$ cat src/rtl/axi_stream_width_pkg.sv
// Shared helpers for the AXI-stream width converters (downsizer now, upsizer later):
// FSM state type, counter sizing, ratio legality and lane selection.
package axi_stream_width_pkg;

    // Widest tdata any converter in this family may carry.
    localparam int MAX_DSIZE = 1024;

    typedef enum logic {
        ST_IDLE = 1'b0,
        ST_SEND = 1'b1
    } ser_state_t;

    // A 2:1 converter still needs one counter bit.
    function automatic int cnt_width(input int ratio);
        return (ratio > 2) ? $clog2(ratio) : 1;
    endfunction

    function automatic bit ratio_ok(input int wide_w, input int narrow_w);
        return (narrow_w > 0) && (wide_w % narrow_w == 0) &&
               (wide_w / narrow_w >= 2) && (wide_w <= MAX_DSIZE);
    endfunction

    // Returns lane idx in the low out_w bits; lane 0 is the LSBs when lsb_first.
    function automatic logic [MAX_DSIZE-1:0] slice_sel(
        input logic [MAX_DSIZE-1:0] data,
        input int unsigned          idx,
        input int unsigned          out_w,
        input int unsigned          ratio,
        input logic                 lsb_first
    );
        int unsigned          lane;
        logic [MAX_DSIZE-1:0] mask;
        lane = lsb_first ? idx : (ratio - 1 - idx);
        mask = ~({MAX_DSIZE{1'b1}} << out_w);
        return (data >> (lane * out_w)) & mask;
    endfunction

endpackage

$ cat src/rtl/axi_stream_downsize_serializer.sv
// Wide-to-narrow AXI-stream serializer: each accepted wide beat leaves as RATIO
// consecutive narrow beats, tlast only on the final slice of a tlast beat.
module axi_stream_downsize_serializer
    import axi_stream_width_pkg::*;
#(
    parameter int IN_DSIZE  = 96,
    parameter int OUT_DSIZE = 32,
    parameter int LSB_FIRST = 1
) (
    input  logic                                    aclk,
    input  logic                                    aresetn,
    input  logic                                    aclken,
    input  logic [IN_DSIZE-1:0]                     s_axis_tdata,
    input  logic                                    s_axis_tlast,
    input  logic                                    s_axis_tvalid,
    output logic                                    s_axis_tready,
    output logic [OUT_DSIZE-1:0]                    m_axis_tdata,
    output logic                                    m_axis_tlast,
    output logic                                    m_axis_tvalid,
    input  logic                                    m_axis_tready,
    output logic [$clog2(IN_DSIZE/OUT_DSIZE)-1:0]   slice_idx
);

    localparam int RATIO = IN_DSIZE / OUT_DSIZE;
    localparam int CNT_W = cnt_width(RATIO);
    localparam logic [CNT_W-1:0] LAST_CNT = CNT_W'(RATIO - 1);

    generate
        if (!ratio_ok(IN_DSIZE, OUT_DSIZE)) begin : g_bad_ratio
            $error("axi_stream_downsize_serializer: IN_DSIZE must be an integer multiple >= 2 of OUT_DSIZE");
        end
    endgenerate

    ser_state_t           state;
    ser_state_t           state_nxt;
    logic [CNT_W-1:0]     cnt;
    logic [CNT_W-1:0]     cnt_nxt;
    logic [IN_DSIZE-1:0]  hold_data;
    logic                 hold_last;
    logic                 load;
    logic                 loaded;
    logic                 last_slice;
    logic                 in_fire;
    logic                 out_fire;

    // Valid/ready: a beat moves on a side only in a cycle where valid, ready and
    // aclken are all high; valid never waits for ready, and once m_axis_tvalid
    // rises, m_axis_tdata/m_axis_tlast hold until that beat is taken.
    assign loaded        = (state == ST_SEND);
    assign last_slice    = (cnt == LAST_CNT);
    assign s_axis_tready = aresetn & (~loaded | (last_slice & m_axis_tready));
    assign in_fire       = s_axis_tvalid & s_axis_tready & aclken;
    assign out_fire      = m_axis_tvalid & m_axis_tready & aclken;
    assign slice_idx     = cnt;

    always_ff @(posedge aclk or negedge aresetn) begin
        if (!aresetn) begin
            state <= ST_IDLE;
            cnt   <= '0;
        end else if (aclken) begin
            state <= state_nxt;
            cnt   <= cnt_nxt;
        end
    end

    // Final slice going out while a new wide beat arrives reloads without a bubble.
    always_comb begin
        state_nxt = state;
        cnt_nxt   = cnt;
        load      = 1'b0;
        case (state)
            ST_IDLE: begin
                if (in_fire) begin
                    state_nxt = ST_SEND;
                    cnt_nxt   = '0;
                    load      = 1'b1;
                end
            end
            ST_SEND: begin
                if (out_fire) begin
                    if (!last_slice) begin
                        cnt_nxt = cnt + CNT_W'(1);
                    end else begin
                        cnt_nxt = '0;
                        if (in_fire) begin
                            load = 1'b1;
                        end else begin
                            state_nxt = ST_IDLE;
                        end
                    end
                end
            end
            default: begin
                state_nxt = ST_IDLE;
                cnt_nxt   = '0;
            end
        endcase
    end

    always_ff @(posedge aclk or negedge aresetn) begin
        if (!aresetn) begin
            hold_data <= '0;
            hold_last <= 1'b0;
        end else if (load) begin
            hold_data <= s_axis_tdata;
            hold_last <= s_axis_tlast;
        end
    end

    always_comb begin
        m_axis_tvalid = loaded;
        m_axis_tlast  = hold_last & last_slice & loaded;
        m_axis_tdata  = OUT_DSIZE'(slice_sel(MAX_DSIZE'(hold_data), 32'(cnt),
                                             OUT_DSIZE, RATIO, LSB_FIRST != 0));
    end

endmodule
$ cat config.mk
export PLATFORM = sky130hd
export DESIGN_NAME = axi_stream_downsize_serializer
export DESIGN_NICKNAME = d
export VERILOG_FILES = /design/src/rtl/axi_stream_width_pkg.sv /design/src/rtl/axi_stream_downsize_serializer.sv
export SDC_FILE = /design/constraint.sdc
export NUM_CORES = 1
export LEC_CHECK = 0
export BUFFER_PORTS_ARGS = -buffer_cell sky130_fd_sc_hd__buf_2
export CORE_MARGIN = 2
export CORE_UTILIZATION = 50
export DETAILED_ROUTE_END_ITERATION = 16
export GPL_TIMING_DRIVEN = 0
export PLACE_DENSITY = 0.78
export SLEW_MARGIN = 20
export SYNTH_ARGS = -nofsm -noshare
export SYNTH_HDL_FRONTEND = slang
export SYNTH_SLANG_ARGS = --single-unit
$ cat constraint.sdc
create_clock -name aclk -period 2.15 [get_ports aclk]
set_clock_uncertainty 0.15 [all_clocks]
set_input_delay 0.215 -clock aclk [delete_from_list [all_inputs] [get_ports aclk]]
set_output_delay 0.215 -clock aclk [all_outputs]
set_load 0.05 [all_outputs]
# After elaboration in Yosys (flattened, before gate mapping)
# Cells that the tools add are included.
[op_classes]
add_sub_neg = 1
n_eq_ne = 3
shifts = 1
n_mux = 11
bitwise_logic = 10
n_reduce_logical = 1
[ops]
columns = ["cell", "count"]
rows = [
  ["96-bit by 7-bit right shift with 32-bit output", 1],
  ["1-bit AND", 8],
  ["2-bit 2-to-1 mux", 3],
  ["1-bit 2-to-1 mux", 5],
  ["1-bit case mux with 2 select lines", 2],
  ["2-bit case mux with 2 select lines", 1],
  ["3-bit AND reduction", 1],
  ["2-bit by 1-bit adder with 2-bit output (second input constant)", 1],
  ["2-bit equality test (second input constant)", 1],
  ["2-bit by 1-bit inequality test with 1-bit output (second input constant)", 1],
  ["2-bit inequality test (second input constant)", 1],
  ["1-bit inverter", 1],
  ["1-bit bitwise OR", 1],
]
[word_totals]
register_bits = 100
output_inout_bits = 37
word_cells = 31

# Logic depth before layout (Yosys ltp)
[depth]
ltp_word = 10
ltp_mapped = 5
mapped_depth_nobuf = 3

# Least setup slack after synthesis
# OpenSTA, ideal clock, no wires.
[synth_path]
kind = "register -> output"
start = "reg cnt[1] (netlist: slice_idx[1])"
end = "out m_axis_tdata[10]"
arrival_ps = 2429
t_required_ps = 1785
path_slack_ps = -644
stages_incl_launch_ff = 5
cell_sequence = "dfrtp_1 buf_2 buf_2 mux2i_1 o21ai_0"
[synth_between]
elab_chain_len = 1
[synth_lines]
columns = ["item", "line", "rtl"]
rows = [
  ["start: declaration", "axi_stream_downsize_serializer.sv:36", "logic [CNT_W-1:0] cnt;"],
  ["start signal: assignment", "axi_stream_downsize_serializer.sv:62", "cnt <= cnt_nxt;"],
  ["96-bit by 7-bit right shift with 32-bit output", "axi_stream_width_pkg.sv:35", "return (data >> (lane * out_w)) & mask;"],
  ["end: declaration", "axi_stream_downsize_serializer.sv:17", "output logic [OUT_DSIZE-1:0] m_axis_tdata,"],
]
# No other way between the ends.

# Final worst setup path
[layout_path]
start = "reg cnt[1] (netlist: slice_idx[1])"
end = "out m_axis_tdata[16]"
# Same word-level chain as after synthesis.

==> metrics.csv <==
metric,value,unit
VDD IR max,1.025,mV
CORE AREA,8678,sq um
CTS H-tree depth,3,
die width,98.21,microns
Max Slew Vio Count,0,
Post-synth EDFFs,0,
DIE HEIGHT,98.21,microns
critical path peak fanout,10,
top_reg_cell synth,dfrtp_1,
status,"complete, but fails checks",
CTS sink count,100,
"Clk Latency, worst-skew pair",0.36,ns
quantity of I/O buffers inserted on ports,138,
initial drt markers,101,
Inst Count DP,578,
Power per Cell Area,1575,nW/um^2
P_leak,3.234,nW
mapped cell area,4438,sq um
post-synthesis sequential area ratio,56.39,%
# Max-Cap Violations,0,
Final Critical Period,2.120,ns
CTS tree,built,
post-route cell area,7209,sq um
Post-synth ARST share,100.0,%
Cell variety after synth,20,
share of cells above drive strength 1,51.27,%
Peak Freq,0.4718,GHz
routed wire length,13.45,mm
CP startpoint,slice_idx[1],
register area,2504,sq um
first-pass GRT wire length,20.74,mm
All-Layer GR Usage,27.85,%
Placement Rows,34,
CP max stage delay,0.45,ns
Syn Nets,433,
Overflow after GRT,0,
WS Path Type,reg2out,
CTS max path bufs,2,
Crit-path slowest cell,dfrtp_2,
synthesized area per cell,13.41,sq um
"Req. time, crit path",1.78,ns
synthesis-to-layout area growth,62.45,%
failing checks,negative hold slack,
Root Buffer,clkbuf_8,
DRC,0,
# fillers,449,
Routed Antenna Nets,0,
initial antenna violation count,2,
area of the multi-input gates,2213,sq um
RSZ-0062 raised after global routing,true,
Area after DPL,5565,sq um
"Reg clk slew, reported paths",0.10,ns
Mapped Cells,331,
nets@finish,686,
Vias/cell,5.316,
WHS,-0.1498,ns
Least-Margin Pin Slew,0.5359,ns
Vias,3716,
Worst R2R Start,slice_idx[0],
wire per inst,19.25,microns
Initial Util,51.14,%
number of global-route vias before repair,4154,
TNS Setup,0,ns
GPL Wtd Cong,0.7580,
1st-pass router iterations,4,
Setup crit end kind,output pin,
Worst Slack Setup Final,0.03032,ns
Slew headroom,64.27,%
Layout Cells excl Fill,699,
synth warn,0,
largest net degree at the start of global routing,72,
crit path DAT,1.75,ns
Synth Register Bits,100,
worst hold-check path type,in2async,
Hold Fails Final Rpt,69,
Inserted Clock Buffers,9,
period utilization,98.59,%
Die ar.,9645,sq um
HPWL after DPL,7.542,mm
CP Cell Sequence,buf_8 -> buf_12 -> mux2i_2 -> o21ai_4 -> buf_4,
Post-CTS Hold Fix Bufs,102,
pre-CTS WS,-0.4043,ns
# IOs,139,
final setup vio count,0,
Worst Setup Start Kind,register,
cell usage in the layout (no fill, tap or decap), types with 11 or more instances in the layout:
cell	n
buf_2	112
mux2i_1	11
nand2_1	34
mux2i_2	14
clkbuf_8	14
o21ai_4	19
buf_4	28
mux2_2	67
buf_6	12
dfrtp_1	99
dlygate4sd3_1	98
mux2_1	30
cell families (layout without fill, tap and decap cells):
kind of cell / count (synthesis) / count (layout) / share of synthesized area (%)
mux: 129 / 129 / 31.83
flops: 100 / 100 / 56.39
simple gates: 41 / 41 / 4.004
compound gates: 38 / 38 / 4.737
buf+inv: 23 / 281 / 3.045
other cells: 0 / 2 / 0
final timing paths:
check / end / slack (ns) / cells after the start
max: m_axis_tdata[16] / 0.03 / 5
min: hold_data[86] / -0.15 / 4
max reg2reg: hold_data[48] / 0.23 / 5
min reg2reg: hold_data[58] / 0.34 / 1
max in group asynchronous: hold_data[44] / 1.17 / 6
min in group aclk: m_axis_tvalid / 0.07 / 4
per-layer routing:
| metal | vias to the layer above | part of all wire [%] | global-route usage (%) | wire [microns] |
|---|---|---|---|---|
| met4 | 0 | 3.6 | 12.12 | 478 |
| met5 | - | 0 | 0 | 0 |
| met2 | 120 | 53 | 49.42 | 7125 |
| met3 | 40 | 4.5 | 6.084 | 600 |
| li1 | 1693 | - | - | - |
| met1 | 1863 | 39 | 32.52 | 5251 |
state kept, by name, summed over array words and instances (netlist names):
register	flops
hold_data	96
slice_idx	2
hold_last	1
m_axis_tvalid	1
area by class of cell:
class,count,share of cell area [%]
clock buffer,13,2.343
multi-input combinational,208,30.70
inverter,1,0.05207
buffer,22,2.985
antenna,2,0.06942
timing repair buffer,242,26.31
sequential,100,34.73
clock inverter,3,0.9372
tap,108,1.874
Yosys cell counts (2+ instances only):
master    instances  area share [%]
dfrtp_1         100              56
mux2_2           67              17
nand2_1          34             2.9
o21ai_0          33             3.7
mux2i_1          32             7.2
mux2_1           30             7.6
buf_2            12             1.4
clkbuf_1          5            0.42
buf_6             4             1.0
nand3_1           2            0.23
nand4b_1          2            0.39
o211ai_1          2            0.34
worst max-delay path: cells and delay by family, from the launching register on:
| family | cells | cell delay [ns] |
|---|---|---|
| buf+inv | 3 | 0.58 |
| flops | 1 | 0.45 |
| mux | 1 | 0.29 |
| compound gates | 1 | 0.07 |
power by group:
| group | switching, mW | total (mW) | leakage (nW) | internal (mW) |
|---|---|---|---|---|
| Sequential | 0.621 | 3.42 | 1.22 | 2.80 |
| Combinational | 3.84 | 6.54 | 1.90 | 2.69 |
| Clock | 0.648 | 1.40 | 0.116 | 0.753 |
through the flow:
stage	utilization (%)	total power, mW
finish	83.07	11.36
global route	83.07	11.84
global placement	63.74	8.556
floorplan	-	7.524
CTS	81.17	10.82
detailed placement	64.13	8.740
repair_timing:
action | in CTS | in global routing
buffers inserted | 0 | 1
resized for setup | 63 | 32
hold endpoints to repair | 197 | 69
setup endpoints to repair | 33 | 31
pin swaps | 0 | 0
gates cloned | 0 | 0
No activity file was read; power rests on OpenSTA's default activity.
